**config.mk**
```make
export PLATFORM = sky130hd
export DESIGN_NAME = cdb_arbiter
export DESIGN_NICKNAME = d
export VERILOG_FILES = /design/src/rtl/cdb_arbiter_pkg.sv /design/src/rtl/cdb_arbiter_fifo.sv /design/src/rtl/cdb_arbiter.sv
export SDC_FILE = /design/constraint.sdc
export NUM_CORES = 1
export LEC_CHECK = 0
export CAP_MARGIN = 30
export CORE_MARGIN = 2
export CORE_UTILIZATION = 50
export CTS_BUF_LIST = sky130_fd_sc_hd__clkbuf_8
export DETAILED_ROUTE_END_ITERATION = 12
export MAX_ROUTING_LAYER = met4
export PLACE_DENSITY_LB_ADDON = 0.1
export SYNTH_ARGS = -nofsm -noshare
export SYNTH_HDL_FRONTEND = slang
export SYNTH_SLANG_ARGS = --single-unit
```
**constraint.sdc**
```tcl
create_clock -name clk -period 8.1 [get_ports clk]
set_input_delay 1.62 -clock clk [delete_from_list [all_inputs] [get_ports clk]]
set_output_delay 1.62 -clock clk [all_outputs]
set_load 0.02 [all_outputs]
```
**src/rtl/cdb_arbiter_pkg.sv**
```systemverilog
// Shared machine-wide sizes and the common data bus (CDB) entry type.
// Also holds the default depth of the CDB result queues.
package cdb_arbiter_pkg;

  localparam int RS_SIZE        = 16;
  localparam int ROB_SIZE       = 16;
  localparam int ROB_POS_WID    = $clog2(ROB_SIZE);
  localparam int CDB_FIFO_DEPTH = 2;

  typedef struct packed {
    logic [31:0]            val;
    logic [ROB_POS_WID-1:0] rob_pos;
  } cdb_entry_t;

  typedef enum logic {
    SRC_ALU = 1'b0,
    SRC_LSB = 1'b1
  } cdb_src_e;

endpackage

```
**src/rtl/cdb_arbiter_fifo.sv**
```systemverilog
// cdb_fifo: small synchronous FIFO feeding one source's results into the CDB arbiter.
// The caller guarantees no push when full and no pop when empty.
module cdb_fifo #(
  parameter int DATA_W = 32,
  parameter int DEPTH  = 2
) (
  input  logic              clk,
  input  logic              rst,
  input  logic              flush,
  input  logic              push,
  input  logic              pop,
  input  logic [DATA_W-1:0] din,
  output logic [DATA_W-1:0] dout,
  output logic              full,
  output logic              empty
);

  localparam int PTR_W = (DEPTH > 1) ? $clog2(DEPTH) : 1;
  localparam int CNT_W = $clog2(DEPTH + 1);

  logic [DATA_W-1:0] mem [DEPTH];
  logic [PTR_W-1:0]  wr_ptr;
  logic [PTR_W-1:0]  rd_ptr;
  logic [CNT_W-1:0]  count;

  assign full  = (count == CNT_W'(DEPTH));
  assign empty = (count == '0);
  assign dout  = mem[rd_ptr];

  // Pointers wrap naturally because DEPTH is a power of two.
  always_ff @(posedge clk) begin
    if (rst || flush) begin
      wr_ptr <= '0;
      rd_ptr <= '0;
      count  <= '0;
    end else begin
      if (push) wr_ptr <= wr_ptr + 1'b1;
      if (pop)  rd_ptr <= rd_ptr + 1'b1;
      if (push && !pop)      count <= count + 1'b1;
      else if (pop && !push) count <= count - 1'b1;
    end
  end

  always_ff @(posedge clk) begin
    if (push) mem[wr_ptr] <= din;
  end

endmodule

```
**src/rtl/cdb_arbiter.sv**
```systemverilog
// cdb_arbiter: queues ALU and LSB results and broadcasts one per cycle on the CDB.
// Define CDB_RR_EN for round-robin arbitration; default is fixed LSB-over-ALU priority.
module cdb_arbiter
  import cdb_arbiter_pkg::*;
#(
  parameter int FIFO_DEPTH = CDB_FIFO_DEPTH
) (
  input  logic                   clk,
  input  logic                   rst,
  input  logic                   rdy,
  input  logic                   rollback,
  input  logic                   alu_valid,
  input  logic [31:0]            alu_val,
  input  logic [ROB_POS_WID-1:0] alu_rob_pos,
  output logic                   alu_ready,
  input  logic                   lsb_valid,
  input  logic [31:0]            lsb_val,
  input  logic [ROB_POS_WID-1:0] lsb_rob_pos,
  output logic                   lsb_ready,
  output logic                   cdb_valid,
  output logic [31:0]            cdb_val,
  output logic [ROB_POS_WID-1:0] cdb_rob_pos
);

  cdb_entry_t alu_din, lsb_din, alu_head, lsb_head, win_p0;
  logic alu_full, alu_empty, lsb_full, lsb_empty;
  logic en, flush;
  logic alu_push, lsb_push, alu_pop, lsb_pop, grant_lsb;

  assign en    = rdy && !rollback;
  assign flush = rdy && rollback;

  assign alu_ready = !alu_full;
  assign lsb_ready = !lsb_full;

  assign alu_din = '{val: alu_val, rob_pos: alu_rob_pos};
  assign lsb_din = '{val: lsb_val, rob_pos: lsb_rob_pos};

  assign alu_push = en && alu_valid && alu_ready;
  assign lsb_push = en && lsb_valid && lsb_ready;

  cdb_fifo #(.DATA_W($bits(cdb_entry_t)), .DEPTH(FIFO_DEPTH)) u_alu_fifo (
    .clk   (clk),
    .rst   (rst),
    .flush (flush),
    .push  (alu_push),
    .pop   (alu_pop),
    .din   (alu_din),
    .dout  (alu_head),
    .full  (alu_full),
    .empty (alu_empty)
  );

  cdb_fifo #(.DATA_W($bits(cdb_entry_t)), .DEPTH(FIFO_DEPTH)) u_lsb_fifo (
    .clk   (clk),
    .rst   (rst),
    .flush (flush),
    .push  (lsb_push),
    .pop   (lsb_pop),
    .din   (lsb_din),
    .dout  (lsb_head),
    .full  (lsb_full),
    .empty (lsb_empty)
  );

`ifdef CDB_RR_EN
  cdb_src_e last_grant;

  // LSB wins only if ALU has nothing or ALU was the previous winner.
  always_comb begin
    grant_lsb = 1'b0;
    if (!lsb_empty && (alu_empty || last_grant == SRC_ALU)) grant_lsb = 1'b1;
  end

  always_ff @(posedge clk) begin
    if (rst)          last_grant <= SRC_LSB;
    else if (alu_pop) last_grant <= SRC_ALU;
    else if (lsb_pop) last_grant <= SRC_LSB;
  end
`else
  assign grant_lsb = !lsb_empty;
`endif

  assign lsb_pop = en && grant_lsb;
  assign alu_pop = en && !alu_empty && !grant_lsb;
  assign win_p0  = grant_lsb ? lsb_head : alu_head;

  // p0 -> output register: selected head becomes the broadcast
  always_ff @(posedge clk) begin
    if (rst) begin
      cdb_valid   <= 1'b0;
      cdb_val     <= '0;
      cdb_rob_pos <= '0;
    end else if (rdy) begin
      cdb_valid <= alu_pop || lsb_pop;
      if (alu_pop || lsb_pop) begin
        cdb_val     <= win_p0.val;
        cdb_rob_pos <= win_p0.rob_pos;
      end
    end
  end

endmodule

```
==> reports/metrics.yaml <==
outcome:
  status: "complete, no violations"
floorplanning:
  fp.coreArea_sq_mm: 0.0145
  io_pins: 117
  die_w_um: 126
  die_h_um: 126
  initial_core_util: 0.512
  num_rows: 44
  die-area_sq_mm: 0.0159
setup_path:
  r2r_slack_ns: 5.69
  rr_worst_depth: 6
  worst-path-max-fanout: 36
  worstSetupPathType: "input pin to flop"
  critPathMaxStageDelay_ns: 0.70
  worst_ep_required_time_ns: 8.17
  regToRegEndpoint: "u_alu_fifo.count[1]"
  crit_chain: "clkdlybuf4s50_1 > nor2b_1 > nand4_1 > inv_2"
  r2r_start: "u_lsb_fifo.count[0]"
  arrival_ns: 3.58
  end_kind: "flop"
  slowest_stage: "inv_2"
  start_kind: "input pin"
yosys:
  ys_seq_area_frac: 0.708
  syn_area_per_cell_sq_um: 16.6
  yosysWarnings: 0
  synth.distinct_cells: 29
  ys_ff_latch: 191
  syn_inst: 449
  synth_nets: 529
  syn_area_sq_mm: 0.00743
power:
  ir_drop_v: 0.000106
  p_leak_uw: 0.00291
  power_uw: 1910
  p_per_area_mw_per_mm2: 209
timing:
  setup_violations: 0
  slew_headroom: 0.371
  fin_setup_tns_ns: 0
  fin_skew_ns: 0.00999
  slew_viol_final: 0
  final-hold-violation-count: 0
  max_clock_freq_mhz: 285
  rsz0062_at_grt: "no"
  worst_pin_slew_ns: 0.944
  fin_crit_ns: 3.51
  post-route-period-util: 0.433
final_layout:
  layout_common_cells: "edfxtp_1, clkdlybuf4s50_1, mux2i_1, dfxtp_1, nor2b_1"
  final_area_sq_mm: 0.00917
  nets: 642
  drive_above_1_share: 0.146
  layout_commonest_cell: "edfxtp_1"
  post-route-util: 0.631
  n_antenna_cell: 0
  synthToLayoutAreaGrowth_pct: 23.3
cts:
  cts_buffer_depth: 2
  cts_buffers: 17
  clk_latency_ns: 0.45
  cts_tree: "done"
  post_cts_resized: 0
  cts_setup_buffers: 0
  hold_buffers: 0
  cts.clk_slew.worst_paths_ns: 0.09
  clkSinkCount: 191
  cts-root-buf: "clkbuf_8"
  h-tree-depth: 4
global_routing:
  gr-total-overflow: 0
  antenna_found_initial: 0
  track_usage: 0.196
  grt_max_degree: 40
  grt_pass1_wl_mm: 22.7
  grt_pass1_vias: 4217
hold_path:
  holdCritPathClass: "flop to flop"
  holdPathStages: 2
  hp-start: "cdb_valid"
  hold_path_end: "cdb_valid"
placement:
  port_buffers: 116
  hpwl_mm: 8.72
  gp_congestion: 0.759
  dpl-instance-area_sq_mm: 0.00874
route:
  vias: 4062
  avgViaCountPerCell: 5.35
  wl_per_cell_um: 19.3
  routed_wl_mm: 14.6
  ant_nets: 0
  first_iter_violations: 307
  drcViolationCount: 0
  dr.pass1.iters: 4
job:
  drv_cap: 0
flip-flops by register name, summed over array words and instances, names as in the netlist, named ones only:
register	count
u_alu_fifo.count	2
u_alu_fifo.mem	72
u_alu_fifo.rd_ptr	1
u_lsb_fifo.count	2
u_lsb_fifo.mem	72
u_lsb_fifo.rd_ptr	1
cdb_valid	1
u_alu_fifo.wr_ptr	1
cdb_rob_pos	4
cdb_val	32
u_lsb_fifo.wr_ptr	1
report_power, final:
part	switching (uW)	internal (uW)	leakage, uW	total [uW]
Sequential	11.3	1080	0.00169	1090
Combinational	77.3	86.3	0.00102	164
Clock	326	334	0.000205	661
layout make-up:
cell class / count / area (sq um)
inverter: 5 / 18.8
tap: 184 / 230
fill: 1069 / 5370
timing repair buffer: 121 / 1240
clock inverter: 15 / 195
clock buffer: 17 / 234
multi-input combinational: 226 / 1980
sequential: 191 / 5270
kinds of logic (layout without fill, tap and decap cells):
logic type,Yosys count,after routing,share of synthesized area
AO/OA/AOI/OAI,53,53,0.0557
buffers and inverters,32,158,0.0271
multiplexers,108,108,0.151
AND/OR/NAND/NOR,59,59,0.0495
XOR/XNOR,4,4,0.00471
flip-flops,191,191,0.708
adder cells (fa/ha/maj),2,2,0.00337
critical path, delay by kind of cell:
kind	cells	cell delay, ns
buffers and inverters	2	1.21
and+or+nand+nor	2	0.70
synthesized netlist by cell type:
master | count | share of area
clkbuf_1 | 5 | 0.0025
o41ai_1 | 1 | 0.0012
edfxtp_1 | 144 | 0.58
or4b_1 | 1 | 0.0013
nand3_1 | 1 | 0.00067
a21o_1 | 1 | 0.0010
xor2_1 | 4 | 0.0047
buf_6 | 5 | 0.0076
ha_1 | 2 | 0.0034
nand3b_1 | 1 | 0.0010
inv_1 | 5 | 0.0025
mux2i_1 | 72 | 0.097
a31o_2 | 2 | 0.0024
a21oi_1 | 9 | 0.0061
or3_1 | 4 | 0.0034
o2bb2ai_1 | 36 | 0.042
buf_2 | 8 | 0.0054
and2_1 | 1 | 0.00084
nor2_4 | 1 | 0.0015
dfxtp_1 | 47 | 0.13
nor2b_1 | 37 | 0.031
o21ai_0 | 4 | 0.0027
nor2_1 | 4 | 0.0020
buf_4 | 9 | 0.0091
nor4_1 | 1 | 0.00084
nand2b_1 | 5 | 0.0042
and3_1 | 1 | 0.00084
mux2_2 | 36 | 0.055
nand4_1 | 2 | 0.0017
metrics by stage:
stage	cells	hold WS [ns]	setup slack, ns
after floorplan	449	0.457	4.15
after global placement	724	0.467	3.94
after detailed placement	727	0.466	4.09
after CTS	759	0.483	4.59
after global routing	759	0.515	4.41
final	759	0.484	4.59
worst max path at each step:
stage	startpoint	endpoint	slack (ns)	depth (start not counted)
floorplan	rdy	u_lsb_fifo.mem[1][0]	4.15	4
finish	rdy	u_alu_fifo.mem[0][8]	4.59	4
global route	rdy	u_alu_fifo.mem[0][8]	4.41	4
detailed placement	rdy	u_alu_fifo.mem[0][13]	4.09	4
global placement	rdy	u_lsb_fifo.mem[1][22]	3.94	4
CTS	rdy	u_alu_fifo.mem[0][13]	4.59	4
routing by layer:
metal | routed length (um) | track usage | share of wire
met1 | 6380 | 0.254 | 0.44
met5 | 0 | - | 0
met4 | 203 | 0.0646 | 0.014
met2 | 7130 | 0.312 | 0.49
met3 | 905 | 0.0391 | 0.062
No activity file was read; power rests on OpenSTA's default activity.
